`config.mk`:
```
export PLATFORM = sky130hd
export DESIGN_NAME = instr_fetch_resp
export DESIGN_NICKNAME = d
export VERILOG_FILES = /design/src/rtl/instr_fetch_pkg.sv /design/src/rtl/ifr_rsp_fifo.sv /design/src/rtl/instr_fetch_resp.sv
export SDC_FILE = /design/constraint.sdc
export NUM_CORES = 1
export LEC_CHECK = 0
export BUFFER_PORTS_ARGS = -buffer_cell sky130_fd_sc_hd__buf_2
export CAP_MARGIN = 20
export CELL_PAD_IN_SITES_DETAIL_PLACEMENT = 1
export CELL_PAD_IN_SITES_GLOBAL_PLACEMENT = 1
export CORE_UTILIZATION = 54
export DETAILED_ROUTE_END_ITERATION = 10
export HOLD_SLACK_MARGIN = 0.1
export PLACE_DENSITY_LB_ADDON = 0.1
export REMOVE_ABC_BUFFERS = 1
export SYNTH_ARGS = -nofsm -noshare
export SYNTH_HDL_FRONTEND = slang
export SYNTH_SLANG_ARGS = --single-unit
```
`constraint.sdc`:
```
create_clock -name clk -period 2.3 [get_ports clk]
set_input_delay 0.115 -clock clk [delete_from_list [all_inputs] [get_ports clk]]
set_output_delay 0.115 -clock clk [all_outputs]
set_load 0.01 [all_outputs]
```
`src/rtl/instr_fetch_pkg.sv`:
```
// Shared types and sizes for the instruction fetch response path.
// Optional build macro: IFR_PARITY_EN (per-word even parity, rsp_err port).
package instr_fetch_pkg;

  localparam int ADDR_W         = 5;
  localparam int DATA_W         = 32;
  localparam int MEM_DEPTH      = 32;
  localparam int RSP_FIFO_DEPTH = 2;

  typedef enum logic [1:0] {
    ST_IDLE   = 2'd0,
    ST_ACTIVE = 2'd1,
    ST_FULL   = 2'd2
  } ifr_state_e;

  typedef struct packed {
    logic [ADDR_W-1:0] addr;
    logic [DATA_W-1:0] data;
    logic              err;
  } rsp_t;

  function automatic logic even_par(input logic [DATA_W-1:0] d);
    return ^d;
  endfunction

endpackage

```
`src/rtl/ifr_rsp_fifo.sv`:
```
// Two-entry response FIFO with bypass of the read stage when empty.
// Optional build macro: none (parity handled by instr_fetch_resp).
module ifr_rsp_fifo
  import instr_fetch_pkg::*;
(
  input  logic clk,
  input  logic rst_n,
  input  logic push_i,
  input  rsp_t push_data_i,
  input  logic pop_i,
  output logic valid_o,
  output rsp_t head_o
);

  rsp_t       ent_q [RSP_FIFO_DEPTH];
  logic       wr_q;
  logic       rd_q;
  logic [1:0] cnt_q;

  logic has;
  logic do_pop;
  logic do_push;

  assign has = (cnt_q != 2'd0);
  assign do_pop = pop_i & has;
  // An empty FIFO hands the read word straight out; it only
  // needs storing if the consumer does not take it now.
  assign do_push = push_i & ~(~has & pop_i);

  always_ff @(posedge clk or negedge rst_n) begin
    if (!rst_n) begin
      for (int i = 0; i < RSP_FIFO_DEPTH; i++) begin
        ent_q[i] <= '0;
      end
      wr_q  <= 1'b0;
      rd_q  <= 1'b0;
      cnt_q <= 2'd0;
    end else begin
      if (do_push) begin
        ent_q[wr_q] <= push_data_i;
        wr_q        <= ~wr_q;
      end
      if (do_pop) begin
        rd_q <= ~rd_q;
      end
      cnt_q <= cnt_q + {1'b0, do_push} - {1'b0, do_pop};
    end
  end

  assign valid_o = has | push_i;

  always_comb begin
    head_o = '0;
    if (has) begin
      head_o = ent_q[rd_q];
    end else if (push_i) begin
      head_o = push_data_i;
    end
  end

endmodule

```
`src/rtl/instr_fetch_resp.sv`:
```
// Instruction memory with synchronous read, load port and in-order responses.
// Optional build macro: IFR_PARITY_EN adds stored parity and rsp_err.
module instr_fetch_resp
  import instr_fetch_pkg::*;
(
  input  logic              clk,
  input  logic              reset,
  input  logic              req_valid,
  input  logic [ADDR_W-1:0] req_addr,
  output logic              req_ready,
  output logic              rsp_valid,
  output logic [DATA_W-1:0] rsp_data,
  output logic [ADDR_W-1:0] rsp_addr,
  input  logic              rsp_ready,
  input  logic              ld_en,
  input  logic [ADDR_W-1:0] ld_addr,
  input  logic [DATA_W-1:0] ld_data
`ifdef IFR_PARITY_EN
  ,
  output logic              rsp_err
`endif
);

`ifdef IFR_PARITY_EN
  localparam int MEM_W = DATA_W + 1;
`else
  localparam int MEM_W = DATA_W;
`endif

  logic [MEM_W-1:0]  mem_q [MEM_DEPTH];
  logic [MEM_W-1:0]  ld_word;
  logic [MEM_W-1:0]  rd_word_q;
  logic              rd_vld_q;
  logic [ADDR_W-1:0] rd_addr_q;
  logic              rd_err;

  ifr_state_e state_q;
  ifr_state_e state_d;

  logic acc;
  logic pop;
  rsp_t push_rsp;
  rsp_t head;
  logic f_valid;

`ifdef IFR_PARITY_EN
  assign ld_word = {even_par(ld_data), ld_data};
  assign rd_err  = rd_word_q[DATA_W] ^ even_par(rd_word_q[DATA_W-1:0]);
`else
  assign ld_word = ld_data;
  assign rd_err  = 1'b0;
`endif

  // Array is deliberately not reset so loaded code survives reset.
  always_ff @(posedge clk) begin
    if (ld_en) begin
      mem_q[ld_addr] <= ld_word;
    end
    if (acc) begin
      rd_word_q <= mem_q[req_addr];
    end
  end

  always_ff @(posedge clk or negedge reset) begin
    if (!reset) begin
      rd_vld_q  <= 1'b0;
      rd_addr_q <= '0;
      state_q   <= ST_IDLE;
    end else begin
      rd_vld_q  <= acc;
      if (acc) begin
        rd_addr_q <= req_addr;
      end
      state_q <= state_d;
    end
  end

  // Ready depends only on registered state, never on rsp_ready.
  assign req_ready = reset & ~ld_en &
                     ((state_q == ST_IDLE) | (state_q == ST_ACTIVE));
  assign acc = req_valid & req_ready;
  assign pop = rsp_valid & rsp_ready;

  always_comb begin
    state_d = ST_IDLE;
    case (state_q)
      ST_IDLE: begin
        state_d = acc ? ST_ACTIVE : ST_IDLE;
      end
      ST_ACTIVE: begin
        if (acc && !pop) begin
          state_d = ST_FULL;
        end else if (!acc && pop) begin
          state_d = ST_IDLE;
        end else begin
          state_d = ST_ACTIVE;
        end
      end
      ST_FULL: begin
        state_d = pop ? ST_ACTIVE : ST_FULL;
      end
      default: begin
        state_d = ST_IDLE;
      end
    endcase
  end

  assign push_rsp = '{addr: rd_addr_q,
                      data: rd_word_q[DATA_W-1:0],
                      err:  rd_err};

  ifr_rsp_fifo u_fifo (
    .clk         (clk),
    .rst_n       (reset),
    .push_i      (rd_vld_q),
    .push_data_i (push_rsp),
    .pop_i       (rsp_ready),
    .valid_o     (f_valid),
    .head_o      (head)
  );

  assign rsp_valid = f_valid;
  assign rsp_data  = head.data;
  assign rsp_addr  = head.addr;

`ifdef IFR_PARITY_EN
  assign rsp_err = head.err & f_valid;
`else
  logic unused_err;
  assign unused_err = head.err;
`endif

endmodule
```
==> run_results.csv <==
group,metric,value,unit
worst_setup_path,setup.worst_path.start_class,"flop",
sta,final-max-slew-violation-count,0,
synthesis,synthFlopType,"edfxtp_1",
sta,layout_setup_ws,-0.0107,ns
synthesis,ys_ff_latch,1142,
route,vias,25500,
synthesis,synth_edf_count,1056,
synthesis,ys_seq_area_share,75.4,%
sta,rsz0062_at_grt,"true",
status,violations,"negative setup slack",
sta,finalSetupViolations,1,
place,port_buffers,85,
route,dr_wl_met2,62600,um
sta,fmaxAchievable,0.433,GHz
cells_and_area,fin_nets,2900,
worst_setup_path,cp-end-kind,"output port",
floorplanning,die_y,290,um
cts,cts_sinks,1142,
place,gp_congestion,0.818,
global_route,grt_pass1_wl,185000,um
route,dr.pass1.iters,5,
place,dp_hpwl,73900,um
worst_setup_path,crit_required,2.18,ns
route,wl_met3,9680,um
cells_and_area,drive_gt1_share,17.2,%
worst_setup_path,critPathArrivalTime,2.20,ns
synthesis,synth_top_area_share,70.6,%
floorplanning,rows,105,
synthesis,syn_area,44900,um2
cts,root_buffer,"clkbuf_16",
synthesis,synth_cells,2582,
cells_and_area,num_antenna_cells,0,
worst_setup_path,path_class,"flop to output port",
place,pre_cts_ws,0.260,ns
sta,relSlewSlack,42.9,%
route,viasPerCell,6.34,
global_route,grt-ovfl-total,0,
cts,clock_latency,0.70,ns
floorplanning,start_util,54.6,%
status,outcome,"finished, violations left",
floorplanning,placeableCoreArea,82200,um2
job,maxCapViolCount,0,
cts,htreeDepth,3,
route,routedWlPerCell,32.2,um
cts,cts_max_path_buffers,3,
route,wl,129000,um
route,routed.top_layer,"met5",
sta,clock_skew,0.0197,ns
global_route,grt_max_degree,53,
floorplanning,die_area,84300,um2
cts,cts_buffers,117,
global_route,grt_use_total,30.5,%
cells_and_area,syn2layout_area_growth,17.2,%
route,detail_route.iter0.violations,2446,
power_and_ir_drop,p_per_area,940,nW/um2
synthesis,post-synth-top-area-cell,"edfxtp_1",
sta,timing.final.crit_period,2.31,ns
synthesis,syn_area_per_cell,17.4,um2
floorplanning,io_pins,86,
power_and_ir_drop,p_leak,0.0190,uW
synthesis,yosys_warnings,0,
cts,tritoncts,"built",
worst_setup_path,cp_max_fo,12,
sta,fin_crit_sh,100,%
cts,clk_pin_slew,0.06,ns
cells_and_area,postLayoutCoreUtil,64.0,%
route,ant_nets,0,
synthesis,synth_cell_types,36,
power_and_ir_drop,vdd_ir_drop_max,0.000716,V
hold_path,hold_path_class,"input port to flop",
cells_and_area,mostFrequentLayoutCells,"edfxtp_1 (1056), mux2i_1 (550), nand3_1 (135)",
sta,tns,-0.0107,ns
global_route,antenna_found_initial,2,
sta,hold_viol_final,0,
cells_and_area,final_common_cell,"edfxtp_1",
floorplanning,die_x,290,um
synthesis,netlist_top_cells_area,"edfxtp_1 (71%), mux2i_1 (12%), dfrtp_1 (4.8%)",
route,wl_met1,53000,um
synthesis,synthArstFlopShare,7.53,%
global_route,grt_pass1_vias,26900,
sta,max_slew.worst_pin.slew,0.856,ns
sta,fin_hold_ws,0.177,ns
route,drc,0,
## final cells by class
class	instances	area, um2
multi-input cells	1287	10400
well taps	1070	1340
repair buffers	301	3000
clock inverters	75	802
fillers	7032	29600
flip-flops and latches	1142	33900
clock buffers	146	3170
inverters	2	7.51
## cell families after synthesis
group,count (synthesis),share of synthesized area [%]
compound gates,328,4.85
mux,629,14.2
fa+ha+maj,2,0.0557
buf+inv,153,1.98
flops,1142,75.4
simple gates,323,3.35
xor+xnor,5,0.0976
## cells in the mapped netlist (all sizes together) (32+ instances only)
| cell | n |
|---|---|
| a21oi | 97 |
| a22o | 64 |
| a22oi | 96 |
| a31oi | 32 |
| buf | 100 |
| clkbuf | 51 |
| dfrtp | 86 |
| edfxtp | 1056 |
| mux2 | 79 |
| mux2i | 550 |
| nand2 | 100 |
| nand3 | 135 |
| nor2 | 35 |
| nor3 | 33 |
| o21ai | 37 |
## final timing paths
kind                       slack, ns          endpoint  depth (start not counted)        startpoint
hold reg to reg                 0.49  u_fifo.ent_q[54]                          1  u_fifo.ent_q[54]
min in group asynchronous       0.64  u_fifo.ent_q[12]                          4             reset
hold / removal                  0.18      mem_q[3][19]                          4        ld_addr[0]
setup reg to reg                0.25  u_fifo.ent_q[21]                          6   u_fifo.cnt_q[1]
setup / recovery               -0.01       rsp_data[9]                          6   u_fifo.cnt_q[0]
max in group asynchronous       0.35       u_fifo.rd_q                          5             reset
## power breakdown
group / internal (uW) / switching, uW / leakage [uW] / total, uW
registers: 23700 / 587 / 0.0106 / 24300
logic: 2300 / 3340 / 0.00648 / 5640
clock network: 11500 / 8090 / 0.00196 / 19600
## metrics by stage
stage | std cells | cell area (um2) | total power, uW
after floorplan | 2431 | 44000 | 27100
after global placement | 3756 | 48100 | 29400
after detailed placement | 3756 | 48100 | 29800
after CTS | 4019 | 52500 | 49400
after global routing | 4023 | 52600 | 50800
final | 4023 | 52600 | 49500
## repair_timing
action,CTS,global route
hold buffers,39,0
gates resized for setup,11,11
hold endpoints to repair,1067,0
setup endpoints to repair,37,16
gates cloned,1,2
buffers inserted,2,2
pin swaps,1,1
## layer usage
metal,vias to the layer above,global-route usage [%]
li1,10700,-
met1,13500,41.7
met2,1008,50.0
met3,243,5.66
met4,2,9.43
met5,-,0
## state kept, by name (all words and copies together), names as in the netlist
| name | cells |
|---|---|
| u_fifo.ent_q | 74 |
| u_fifo.wr_q | 1 |
| rd_addr_q | 5 |
| mem_q | 1024 |
| rd_word_q | 32 |
| u_fifo.rd_q | 1 |
| u_fifo.cnt_q | 2 |
| rd_vld_q | 1 |
| state_q | 2 |
## critical path, cell delays in order, from the launching register on
cell and delay [ns]:
dfrtp_1 0.43, nor2_4 0.20, buf_4 0.15, buf_12 0.16, nand3_1 0.10, o21ai_1 0.23
buf_2 0.21
Power figures use the tool's default switching activity.
